<file path="config.mk">
export PLATFORM = sky130hd
export DESIGN_NAME = burst_write_m
export DESIGN_NICKNAME = d
export VERILOG_FILES = /design/src/rtl/burst_write_m.sv
export SDC_FILE = /design/constraint.sdc
export NUM_CORES = 1
export LEC_CHECK = 0
export CAP_MARGIN = 10
export CORE_ASPECT_RATIO = 2
export CORE_UTILIZATION = 47
export CTS_CLUSTER_SIZE = 8
export DETAILED_ROUTE_END_ITERATION = 6
export HOLD_SLACK_MARGIN = 0.08
export PLACE_DENSITY_LB_ADDON = 0.3
export SYNTH_ARGS = -nofsm -noshare
export SYNTH_HDL_FRONTEND = slang
export SYNTH_SLANG_ARGS = --single-unit
</file>
<file path="constraint.sdc">
create_clock -name CLK -period 5 [get_ports CLK]
set_clock_uncertainty 0.1 [all_clocks]
set_input_delay 0.75 -clock CLK [delete_from_list [all_inputs] [get_ports CLK]]
set_output_delay 0.75 -clock CLK [all_outputs]
set_load 0.05 [all_outputs]
</file>
<file path="src/rtl/burst_write_m.sv">
// burst_write_m: burst bus-write master for the extended DLX memory interface.
// Issues 1..BURST_MAX write beats per request over the AS_N/WR_N/ACK_N
// handshake, generating addresses internally and popping data from a source.
// Optional build macro: WRITE_TIMEOUT_EN (bounded ACK wait, sticky ERR flag).
//
// state        | meaning
// IDLE     (0) | waiting for STEP_EN
// STORE    (1) | beat launched
// WAIT4ACK (2) | strobes held until ACK_N is sampled low
// NEXT     (3) | strobes released, address step, data pop
// TERM     (4) | burst finished, DONE pulse
//
// Strobes and pulses are registered decodes of the current state, so each
// appears on the bus one cycle after the state that produces it. STOP_N is
// the only combinational output so the core is released in the same cycle
// ACK_N falls.

module burst_write_m #(
  parameter int ADDR_W    = 16,
  parameter int DATA_W    = 32,
  parameter int BURST_MAX = 8,
  parameter int LEN_W     = $clog2(BURST_MAX + 1),
  parameter int TIMEOUT   = 255
) (
  input  logic              CLK,
  input  logic              RESET_N,
  input  logic              STEP_EN,
  input  logic [LEN_W-1:0]  BURST_LEN,
  input  logic [ADDR_W-1:0] START_ADDR,
  input  logic [DATA_W-1:0] WDATA,
  input  logic              ACK_N,
  output logic              AS_N,
  output logic              WR_N,
  output logic [ADDR_W-1:0] ADDR_O,
  output logic [DATA_W-1:0] DOUT,
  output logic              WDATA_RD,
  output logic              ADDR_CNT_CE,
  output logic              STOP_N,
  output logic              IN_INIT,
  output logic              BUSY,
  output logic              DONE,
  output logic              ERR,
  output logic [2:0]        CURR_STATE_o
);

  typedef enum logic [2:0] {
    S_IDLE     = 3'd0,
    S_STORE    = 3'd1,
    S_WAIT4ACK = 3'd2,
    S_NEXT     = 3'd3,
    S_TERM     = 3'd4
  } state_t;

  localparam logic [LEN_W-1:0] MaxLen = LEN_W'(BURST_MAX);

  // Elaboration-time sanity check on the parameter set.
  if (BURST_MAX < 1 || TIMEOUT < 1) begin : g_param_check
    $error("burst_write_m: BURST_MAX and TIMEOUT must both be at least 1");
  end

  state_t            state_q;
  logic [LEN_W-1:0]  cnt_q;
  logic [ADDR_W-1:0] addr_q;
  logic [DATA_W-1:0] dout_q;
  logic              as_n_q;
  logic              wr_n_q;
  logic              in_init_q;
  logic              busy_q;
  logic              done_q;
  logic              rd_q;
  logic              ce_q;
  logic              err_q;

  logic [LEN_W-1:0]  len_sat_d;
  logic [LEN_W-1:0]  cnt_dec_d;
  logic [ADDR_W-1:0] addr_inc_d;

`ifdef WRITE_TIMEOUT_EN
  localparam int WAIT_W = $clog2(TIMEOUT + 1);
  logic [WAIT_W-1:0] wait_q;
`endif

  // Oversized requests are clamped to the burst limit.
  assign len_sat_d  = (BURST_LEN > MaxLen) ? MaxLen : BURST_LEN;
  assign cnt_dec_d  = cnt_q - LEN_W'(1);
  assign addr_inc_d = addr_q + ADDR_W'(1);

  // Burst sequencer: state, datapath registers and registered Moore outputs.
  always_ff @(posedge CLK or negedge RESET_N) begin
    if (!RESET_N) begin
      state_q   <= S_IDLE;
      cnt_q     <= '0;
      addr_q    <= '0;
      dout_q    <= '0;
      as_n_q    <= 1'b1;
      wr_n_q    <= 1'b1;
      in_init_q <= 1'b1;
      busy_q    <= 1'b0;
      done_q    <= 1'b0;
      rd_q      <= 1'b0;
      ce_q      <= 1'b0;
      err_q     <= 1'b0;
`ifdef WRITE_TIMEOUT_EN
      wait_q    <= '0;
`endif
    end else begin
      as_n_q    <= !(state_q == S_STORE || state_q == S_WAIT4ACK);
      wr_n_q    <= !(state_q == S_STORE || state_q == S_WAIT4ACK);
      in_init_q <= (state_q == S_IDLE) || (state_q == S_TERM);
      busy_q    <= (state_q != S_IDLE);
      done_q    <= (state_q == S_TERM);
      rd_q      <= (state_q == S_NEXT);
      ce_q      <= (state_q == S_NEXT);

      case (state_q)
        S_IDLE: begin
          if (STEP_EN) begin
            err_q <= 1'b0;
            if (BURST_LEN != '0) begin
              cnt_q   <= len_sat_d;
              addr_q  <= START_ADDR;
              dout_q  <= WDATA;
              state_q <= S_STORE;
            end else begin
              state_q <= S_TERM;
            end
          end
        end

        S_STORE: begin
`ifdef WRITE_TIMEOUT_EN
          wait_q  <= '0;
`endif
          state_q <= S_WAIT4ACK;
        end

        S_WAIT4ACK: begin
          if (!ACK_N) begin
            state_q <= S_NEXT;
`ifdef WRITE_TIMEOUT_EN
          end else if (wait_q == WAIT_W'(TIMEOUT - 1)) begin
            // Abandon the rest of the burst; this beat is not counted.
            err_q   <= 1'b1;
            state_q <= S_TERM;
          end else begin
            wait_q  <= wait_q + WAIT_W'(1);
`endif
          end
        end

        S_NEXT: begin
          cnt_q  <= cnt_dec_d;
          addr_q <= addr_inc_d;
          if (cnt_dec_d != '0) begin
            // The source has already advanced to the next word here.
            dout_q  <= WDATA;
            state_q <= S_STORE;
          end else begin
            state_q <= S_TERM;
          end
        end

        S_TERM: begin
          state_q <= S_IDLE;
        end

        default: begin
          state_q <= S_IDLE;
        end
      endcase
    end
  end

  assign STOP_N       = !((state_q == S_WAIT4ACK) && ACK_N);
  assign AS_N         = as_n_q;
  assign WR_N         = wr_n_q;
  assign ADDR_O       = addr_q;
  assign DOUT         = dout_q;
  assign WDATA_RD     = rd_q;
  assign ADDR_CNT_CE  = ce_q;
  assign IN_INIT      = in_init_q;
  assign BUSY         = busy_q;
  assign DONE         = done_q;
  assign ERR          = err_q;
  assign CURR_STATE_o = state_q;

endmodule

</file>
==> impl_metrics.prom, run 1 <==
# TYPE chip_impl_metric gauge
chip_impl_metric{name="timing.setup.tns",unit="ns"} 0
chip_impl_metric{name="overflow_left_after_global_routing",unit=""} 0
chip_impl_metric{name="finalSetupViolations",unit=""} 0
chip_impl_metric{name="dp_hpwl",unit="microns"} 5530
chip_impl_metric{name="port_buffers",unit=""} 114
chip_impl_metric{name="layout.cells.non_filler",unit=""} 423
chip_impl_metric{name="highest_clock_rate",unit="GHz"} 0.303
chip_impl_metric{name="remaining_drc_errors",unit=""} 10
chip_impl_metric{name="crit_arrival",unit="ns"} 2.45
chip_impl_metric{name="core_region_area",unit="sq mm"} 0.00601
chip_impl_info{name="cts.root.buffer_cell",value="sky130_fd_sc_hd__clkbuf_16"} 1
chip_impl_info{name="timing.hold.worst.class",value="flop to flop"} 1
chip_impl_metric{name="final.min_clock_period",unit="ns"} 3.30
chip_impl_metric{name="antenna_violations_before_repair",unit=""} 0
chip_impl_metric{name="grt_use_total",unit=""} 0.250
chip_impl_metric{name="cts.reportedPaths.clkPinSlew",unit="ns"} 0.05
chip_impl_metric{name="die_area",unit="sq mm"} 0.00655
chip_impl_metric{name="cts_buffer_depth",unit=""} 2
chip_impl_metric{name="routed_wirelength",unit="microns"} 7630
chip_impl_info{name="synth_top_cells_by_count",value="58 x sky130_fd_sc_hd__dfrtp_1, 30 x sky130_fd_sc_hd__mux2_4, 15 x sky130_fd_sc_hd__nand2_1, 13 x sky130_fd_sc_hd__inv_1"} 1
chip_impl_metric{name="postCtsSetupRepairBufs",unit=""} 0
chip_impl_metric{name="grt_max_degree",unit=""} 61
chip_impl_metric{name="fp.dieH",unit="microns"} 113
chip_impl_metric{name="post-route-period-util",unit=""} 0.660
chip_impl_metric{name="syn_area",unit="sq mm"} 0.00292
chip_impl_info{name="cts_tree",value="built"} 1
chip_impl_metric{name="global_route_wire_length_before_repair",unit="microns"} 12200
chip_impl_metric{name="clock_insertion_delay_worst_skew",unit="ns"} 0.32
chip_impl_metric{name="yosysWarningCount",unit=""} 0
chip_impl_metric{name="detail_routed_net_length_per_standard_cell",unit="microns"} 18.0
chip_impl_info{name="dominantRegCellSynth",value="sky130_fd_sc_hd__dfrtp_1"} 1
chip_impl_info{name="criticalPathCategory",value="input port to output pin"} 1
chip_impl_metric{name="synth-edff-count",unit=""} 0
chip_impl_metric{name="timing.final.hold_violations",unit=""} 0
chip_impl_metric{name="io_pins",unit=""} 116
chip_impl_metric{name="slew_headroom",unit=""} 0.479
chip_impl_metric{name="ys_types",unit=""} 51
chip_impl_metric{name="yosys_register_bits",unit=""} 60
chip_impl_metric{name="synth_cells",unit=""} 240
chip_impl_metric{name="antenna_left",unit=""} 0
chip_impl_metric{name="post-synth-top-area-fraction",unit=""} 0.497
chip_impl_info{name="startpoint_kind_of_the_worst_setup_timing_path",value="input port"} 1
chip_impl_metric{name="final_max_slew_viol_count",unit=""} 0
chip_impl_metric{name="start_util",unit=""} 0.486
chip_impl_info{name="worstSetupStartpoint",value="ACK_N"} 1
chip_impl_metric{name="drive_gt1_frac",unit=""} 0.164
chip_impl_metric{name="maxCapViolations",unit=""} 0
chip_impl_metric{name="first_global_vias",unit=""} 2504
chip_impl_metric{name="synthesis_to_layout_area_growth",unit="%"} 48.9
chip_impl_info{name="most_frequently_used_cell_type_in_the_post_synthesis_netlist",value="sky130_fd_sc_hd__dfrtp_1"} 1
chip_impl_info{name="yosys.area.top_type",value="sky130_fd_sc_hd__dfrtp_1"} 1
chip_impl_info{name="rsz0062_at_grt",value="false"} 1
chip_impl_metric{name="gp_routability_congestion",unit=""} 0.794
chip_impl_metric{name="placed_cells_incl_taps",unit=""} 407
chip_impl_metric{name="synth_seq_area_share",unit=""} 0.515
chip_impl_metric{name="placement.setup.worst_slack",unit="ns"} 1.70
chip_impl_metric{name="h-tree-depth",unit=""} 3
chip_impl_metric{name="routed_via_density",unit=""} 5.71
chip_impl_info{name="synthTopCellsByArea",value="sky130_fd_sc_hd__dfrtp_1 50%, sky130_fd_sc_hd__mux2_4 15%, sky130_fd_sc_hd__nand2_1 1.9%"} 1
chip_impl_metric{name="numClockSinks",unit=""} 60
chip_impl_metric{name="antennaDiodeCount",unit=""} 0
chip_impl_metric{name="cts_hold_buf",unit=""} 0
chip_impl_metric{name="synth_area_per_cell",unit="sq um"} 12.2
chip_impl_metric{name="async_reset_ff_frac",unit=""} 1.00
chip_impl_metric{name="postSynthNetCount",unit=""} 299
chip_impl_metric{name="num_vias",unit=""} 2417
chip_impl_metric{name="cts_repair_resize_count",unit=""} 0
chip_impl_metric{name="dr.first_iter.drc_count",unit=""} 119
chip_impl_info{name="failed_checks",value="design-rule violations"} 1
chip_impl_metric{name="finalWorstSetupSlack",unit="ns"} 1.70
chip_impl_metric{name="cts_inserted_buffers",unit=""} 9
chip_impl_info{name="run_status",value="finished with violations"} 1
chip_impl_info{name="reg_to_reg_startpoint",value="CURR_STATE_o[2]"} 1
chip_impl_metric{name="nets",unit=""} 414
chip_impl_metric{name="die_width",unit="microns"} 57.7
chip_impl_metric{name="worst-endpoint-required",unit="ns"} 4.15
chip_impl_info{name="critical_path.endpoint_type",value="output pin"} 1
chip_impl_metric{name="drt-pass1-iter-count",unit=""} 7
chip_impl_metric{name="worst-path-max-fanout",unit=""} 3
chip_impl_metric{name="worst_pin_slew",unit="ns"} 0.779
chip_impl_info{name="timing.hold.worst.start",value="DOUT[27]"} 1
chip_impl_metric{name="rows",unit=""} 40
==> critical path, stage by stage <==
cell	delay, ns
sky130_fd_sc_hd__clkdlybuf4s50_1	0.45
sky130_fd_sc_hd__nor4bb_1	0.46
sky130_fd_sc_hd__inv_1	0.09
sky130_fd_sc_hd__clkdlybuf4s50_1	0.71
==> registers in the layout (all words and copies together) (netlist names) <==
| name | cells |
|---|---|
| cnt_q | 4 |
| BUSY | 1 |
| ADDR_O | 16 |
| WR_N | 1 |
| ADDR_CNT_CE | 1 |
| IN_INIT | 1 |
| DOUT | 32 |
| DONE | 1 |
| CURR_STATE_o | 3 |
==> per-stage QoR <==
stage               utilization  cell area, sq um  hold slack [ns]
detailed placement        0.677              4070            0.393
CTS                       0.724              4350            0.405
floorplan                     -              2920            0.354
global placement          0.677              4070            0.390
finish                    0.724              4350            0.405
global route              0.724              4350            0.409
==> cell usage in the layout (no fill, tap or decap), types with 2 or more instances in the layout <==
cell,count
sky130_fd_sc_hd__a211oi_1,2
sky130_fd_sc_hd__a21o_1,2
sky130_fd_sc_hd__a21oi_1,11
sky130_fd_sc_hd__a31oi_1,4
sky130_fd_sc_hd__and3_1,2
sky130_fd_sc_hd__and4_1,3
sky130_fd_sc_hd__buf_4,2
sky130_fd_sc_hd__clkbuf_1,3
sky130_fd_sc_hd__clkbuf_16,9
sky130_fd_sc_hd__clkbuf_8,3
sky130_fd_sc_hd__clkdlybuf4s50_1,113
sky130_fd_sc_hd__dfrtp_1,58
sky130_fd_sc_hd__dfstp_2,2
sky130_fd_sc_hd__ha_1,3
sky130_fd_sc_hd__inv_1,13
sky130_fd_sc_hd__mux2_2,2
sky130_fd_sc_hd__mux2_4,30
sky130_fd_sc_hd__nand2_1,15
sky130_fd_sc_hd__nand3_1,11
sky130_fd_sc_hd__nand4_1,5
sky130_fd_sc_hd__nor2_1,11
sky130_fd_sc_hd__nor3_1,4
sky130_fd_sc_hd__nor4_1,3
sky130_fd_sc_hd__o211ai_1,4
sky130_fd_sc_hd__o21ai_0,10
sky130_fd_sc_hd__o221a_2,3
sky130_fd_sc_hd__o22ai_1,3
sky130_fd_sc_hd__o31ai_1,2
sky130_fd_sc_hd__o32ai_1,2
==> worst paths after layout <==
check | cells after the start | end | slack, ns
max | 4 | STOP_N | 1.70
min | 1 | DOUT[27] | 0.40
max reg2reg | 4 | DOUT[1] | 2.34
min reg2reg | 1 | DOUT[27] | 0.40
max in group asynchronous | 2 | DOUT[30] | 3.81
min in group asynchronous | 2 | DOUT[18] | 0.48
==> per-layer routing <==
| layer | share of wire | GRT usage | wire length, microns | up-vias |
|---|---|---|---|---|
| met5 | 0 | 0 | 0 | - |
| met4 | 0.023 | 0.119 | 173 | 0 |
| met3 | 0.061 | 0.0816 | 467 | 15 |
| met2 | 0.55 | 0.446 | 4160 | 100 |
| met1 | 0.37 | 0.257 | 2830 | 1184 |
| li1 | - | - | - | 1118 |
==> kinds of logic after synthesis <==
| group | count (synthesis) | share of synthesized area |
|---|---|---|
| and+or+nand+nor | 62 | 0.117 |
| xor gates and xnor gates | 1 | 0.00300 |
| AOI/OAI and AO/OA | 55 | 0.140 |
| adders and majority gates | 3 | 0.0129 |
| other | 1 | 0.00128 |
| DFF | 60 | 0.515 |
| buffers and inverters | 25 | 0.0458 |
| muxes | 33 | 0.165 |
==> area by class of cell <==
cell class / instances / area, sq um
Fill cell: 447 / 1660
Timing Repair Buffer: 116 / 1150
Inverter: 13 / 48.8
Sequential cell: 60 / 1500
Clock inverter: 1 / 5.00
Tap cell: 63 / 78.8
Multi-Input combinational cell: 155 / 1280
Clock buffer: 15 / 278
Power of run 1 is not shown: default switching activity piles up to over one toggle a cycle in this logic, so the estimate is an artifact.
==> inputs of run 2 (changes only) <==
--- a/config.mk
+++ b/config.mk
@@ -7,7 +7,7 @@
 export LEC_CHECK = 0
 export CAP_MARGIN = 10
 export CORE_ASPECT_RATIO = 2
-export CORE_UTILIZATION = 47
+export CORE_UTILIZATION = 44
 export CTS_CLUSTER_SIZE = 8
 export DETAILED_ROUTE_END_ITERATION = 6
 export HOLD_SLACK_MARGIN = 0.08
==> constraint.sdc (replaced) <==
create_clock -name CLK -period 3.4 [get_ports CLK]
set_clock_uncertainty 0.1 [all_clocks]
set_input_delay 0.51 -clock CLK [delete_from_list [all_inputs] [get_ports CLK]]
set_output_delay 0.51 -clock CLK [all_outputs]
set_load 0.05 [all_outputs]
==> impl_metrics.prom, run 2 (synthesis results as in run 1) <==
# TYPE chip_impl_metric gauge
chip_impl_metric{name="layout.cells.non_filler",unit=""} 450
chip_impl_metric{name="num_vias",unit=""} 2433
chip_impl_metric{name="finalSetupViolations",unit=""} 0
chip_impl_metric{name="numClockSinks",unit=""} 60
chip_impl_metric{name="die_area",unit="sq mm"} 0.00699
chip_impl_metric{name="cts_hold_buf",unit=""} 0
chip_impl_metric{name="first_global_vias",unit=""} 2431
chip_impl_metric{name="dr.first_iter.drc_count",unit=""} 83
chip_impl_metric{name="clock_insertion_delay_worst_skew",unit="ns"} 0.32
chip_impl_info{name="startpoint_kind_of_the_worst_setup_timing_path",value="input port"} 1
chip_impl_metric{name="final-seq-area",unit="sq mm"} 0.00150
chip_impl_info{name="critical_path.endpoint_type",value="output pin"} 1
chip_impl_metric{name="antenna_left",unit=""} 0
chip_impl_info{name="reg_to_reg_startpoint",value="CURR_STATE_o[2]"} 1
chip_impl_info{name="mostFrequentLayoutCell",value="sky130_fd_sc_hd__clkdlybuf4s50_1"} 1
chip_impl_metric{name="fp.dieH",unit="microns"} 117
chip_impl_metric{name="antennaDiodeCount",unit=""} 0
chip_impl_metric{name="fillerInstances",unit=""} 519
chip_impl_metric{name="cts_inserted_buffers",unit=""} 9
chip_impl_metric{name="flip_flop_count_of_the_largest_register_all_copies_and_words_added",unit=""} 32
chip_impl_metric{name="overflow_left_after_global_routing",unit=""} 0
chip_impl_info{name="path_delay_family",value="buffers and inverters"} 1
chip_impl_info{name="crit_path_cell_trace",value="clkdlybuf4s50_1, nor4bb_1, inv_1, clkdlybuf4s50_1"} 1
chip_impl_metric{name="routed_wirelength",unit="microns"} 7420
chip_impl_metric{name="worst-path-max-fanout",unit=""} 3
chip_impl_metric{name="postCtsSetupRepairBufs",unit=""} 0
chip_impl_metric{name="post-route-period-util",unit=""} 0.822
chip_impl_metric{name="cts_buffer_depth",unit=""} 2
chip_impl_metric{name="final.min_clock_period",unit="ns"} 2.80
chip_impl_info{name="cts.root.buffer_cell",value="sky130_fd_sc_hd__clkbuf_16"} 1
chip_impl_metric{name="die_width",unit="microns"} 59.6
chip_impl_metric{name="port_buffers",unit=""} 114
chip_impl_metric{name="worst_pin_slew",unit="ns"} 0.851
chip_impl_metric{name="final_max_slew_viol_count",unit=""} 0
chip_impl_metric{name="slew_headroom",unit=""} 0.431
chip_impl_metric{name="rows",unit=""} 41
chip_impl_metric{name="h-tree-depth",unit=""} 3
chip_impl_info{name="criticalPathCategory",value="input port to output pin"} 1
chip_impl_metric{name="multi_input_comb_area",unit="sq mm"} 0.00128
chip_impl_info{name="run_status",value="completed"} 1
chip_impl_info{name="final_cell_mix",value="113 x sky130_fd_sc_hd__clkdlybuf4s50_1, 58 x sky130_fd_sc_hd__dfrtp_1, 30 x sky130_fd_sc_hd__mux2_4"} 1
chip_impl_info{name="timing.hold.worst.start",value="DOUT[20]"} 1
chip_impl_metric{name="timing.setup.tns",unit="ns"} 0
chip_impl_metric{name="worst-path-stages",unit=""} 4
chip_impl_info{name="timing.hold.worst.class",value="flop to flop"} 1
chip_impl_info{name="cts_tree",value="built"} 1
chip_impl_metric{name="cp.buffers_inverters",unit=""} 3
chip_impl_metric{name="gp_routability_congestion",unit=""} 0.833
chip_impl_metric{name="global_route_wire_length_before_repair",unit="microns"} 11700
chip_impl_metric{name="start_util",unit=""} 0.459
chip_impl_metric{name="worst-endpoint-required",unit="ns"} 2.79
chip_impl_metric{name="placed_cells_incl_taps",unit=""} 432
chip_impl_metric{name="grt_max_degree",unit=""} 52
chip_impl_metric{name="timing.final.hold_violations",unit=""} 0
chip_impl_metric{name="routed_via_density",unit=""} 5.41
chip_impl_metric{name="highest_clock_rate",unit="GHz"} 0.358
chip_impl_metric{name="cts.reportedPaths.clkPinSlew",unit="ns"} 0.05
chip_impl_metric{name="dp_hpwl",unit="microns"} 5470
chip_impl_metric{name="io_pins",unit=""} 116
chip_impl_metric{name="core_region_area",unit="sq mm"} 0.00636
chip_impl_metric{name="drive_gt1_frac",unit=""} 0.179
chip_impl_metric{name="crit_arrival",unit="ns"} 2.19
chip_impl_metric{name="antenna_violations_before_repair",unit=""} 0
chip_impl_metric{name="cts_repair_resize_count",unit=""} 0
chip_impl_metric{name="grt_use_total",unit=""} 0.227
chip_impl_info{name="rsz0062_at_grt",value="false"} 1
chip_impl_metric{name="nets",unit=""} 418
chip_impl_info{name="crit_slowest_cell",value="sky130_fd_sc_hd__clkdlybuf4s50_1"} 1
chip_impl_info{name="critPathMostFrequentCell",value="sky130_fd_sc_hd__clkdlybuf4s50_1"} 1
chip_impl_metric{name="maxCapViolations",unit=""} 0
chip_impl_metric{name="min_delay_path_depth",unit=""} 1
chip_impl_info{name="worstSetupStartpoint",value="ACK_N"} 1
chip_impl_metric{name="r2r.worst_path.cells",unit=""} 5
chip_impl_metric{name="drt-pass1-iter-count",unit=""} 4
chip_impl_metric{name="synthesis_to_layout_area_growth",unit="%"} 52.1
chip_impl_metric{name="remaining_drc_errors",unit=""} 0
chip_impl_metric{name="timing.critical_path.slowest_cell_delay",unit="ns"} 0.71
chip_impl_metric{name="detail_routed_net_length_per_standard_cell",unit="microns"} 16.5
==> run 2: changes by cell type in the layout (fill, tap and decap cells not counted) <==
| cell | delta |
|---|---|
| sky130_fd_sc_hd__clkbuf_1 | -3 |
| sky130_fd_sc_hd__buf_12 | +2 |
| sky130_fd_sc_hd__clkinv_2 | +2 |
| sky130_fd_sc_hd__buf_4 | +1 |
| sky130_fd_sc_hd__clkinvlp_4 | +1 |
| sky130_fd_sc_hd__dlygate4sd3_1 | +1 |
==> run 2: per-layer routing <==
layer / global-route usage / share of wire / up-vias
met2: 0.403 / 0.55 / 103
li1: - / - / 1132
met1: 0.238 / 0.36 / 1182
met3: 0.0571 / 0.063 / 16
met5: 0 / 0 / -
met4: 0.124 / 0.026 / 0
==> run 2: final timing paths <==
kind / end / slack, ns
worst min-delay path: DOUT[20] / 0.41
max in group asynchronous: cnt_q[2] / 1.87
worst max register to register: ADDR_O[11] / 0.86
min in group asynchronous: DOUT[2] / 0.57
worst min register to register: DOUT[20] / 0.41
worst max-delay path: STOP_N / 0.60
==> run 2: worst reg2reg max path, stage by stage (launching register included) <==
cell and delay [ns]:
sky130_fd_sc_hd__dfrtp_1 0.51, sky130_fd_sc_hd__nand3b_2 0.47, sky130_fd_sc_hd__buf_4 0.29, sky130_fd_sc_hd__nor4_1 0.63
sky130_fd_sc_hd__a311oi_1 0.19, sky130_fd_sc_hd__a211oi_1 0.26
==> run 2: through the flow <==
stage | hold slack (ns) | utilization | setup slack (ns) | area (sq um)
after CTS | 0.348 | 0.693 | 0.611 | 4410
after global placement | 0.389 | 0.648 | 0.628 | 4120
final | 0.406 | 0.698 | 0.604 | 4440
after floorplan | 0.114 | - | 1.24 | 2920
after detailed placement | 0.391 | 0.648 | 0.612 | 4120
after global routing | 0.413 | 0.698 | 0.525 | 4440
==> run 2: cell type report <==
class                           instances  share of cell area
Sequential cell                        60               0.339
Multi-Input combinational cell        155               0.289
Tap cell                               86              0.0242
Timing Repair Buffer                  120               0.272
Inverter                               13              0.0110
Clock inverter                          4             0.00507
Clock buffer                           12              0.0600
Power of run 2 is left out for the same reason.
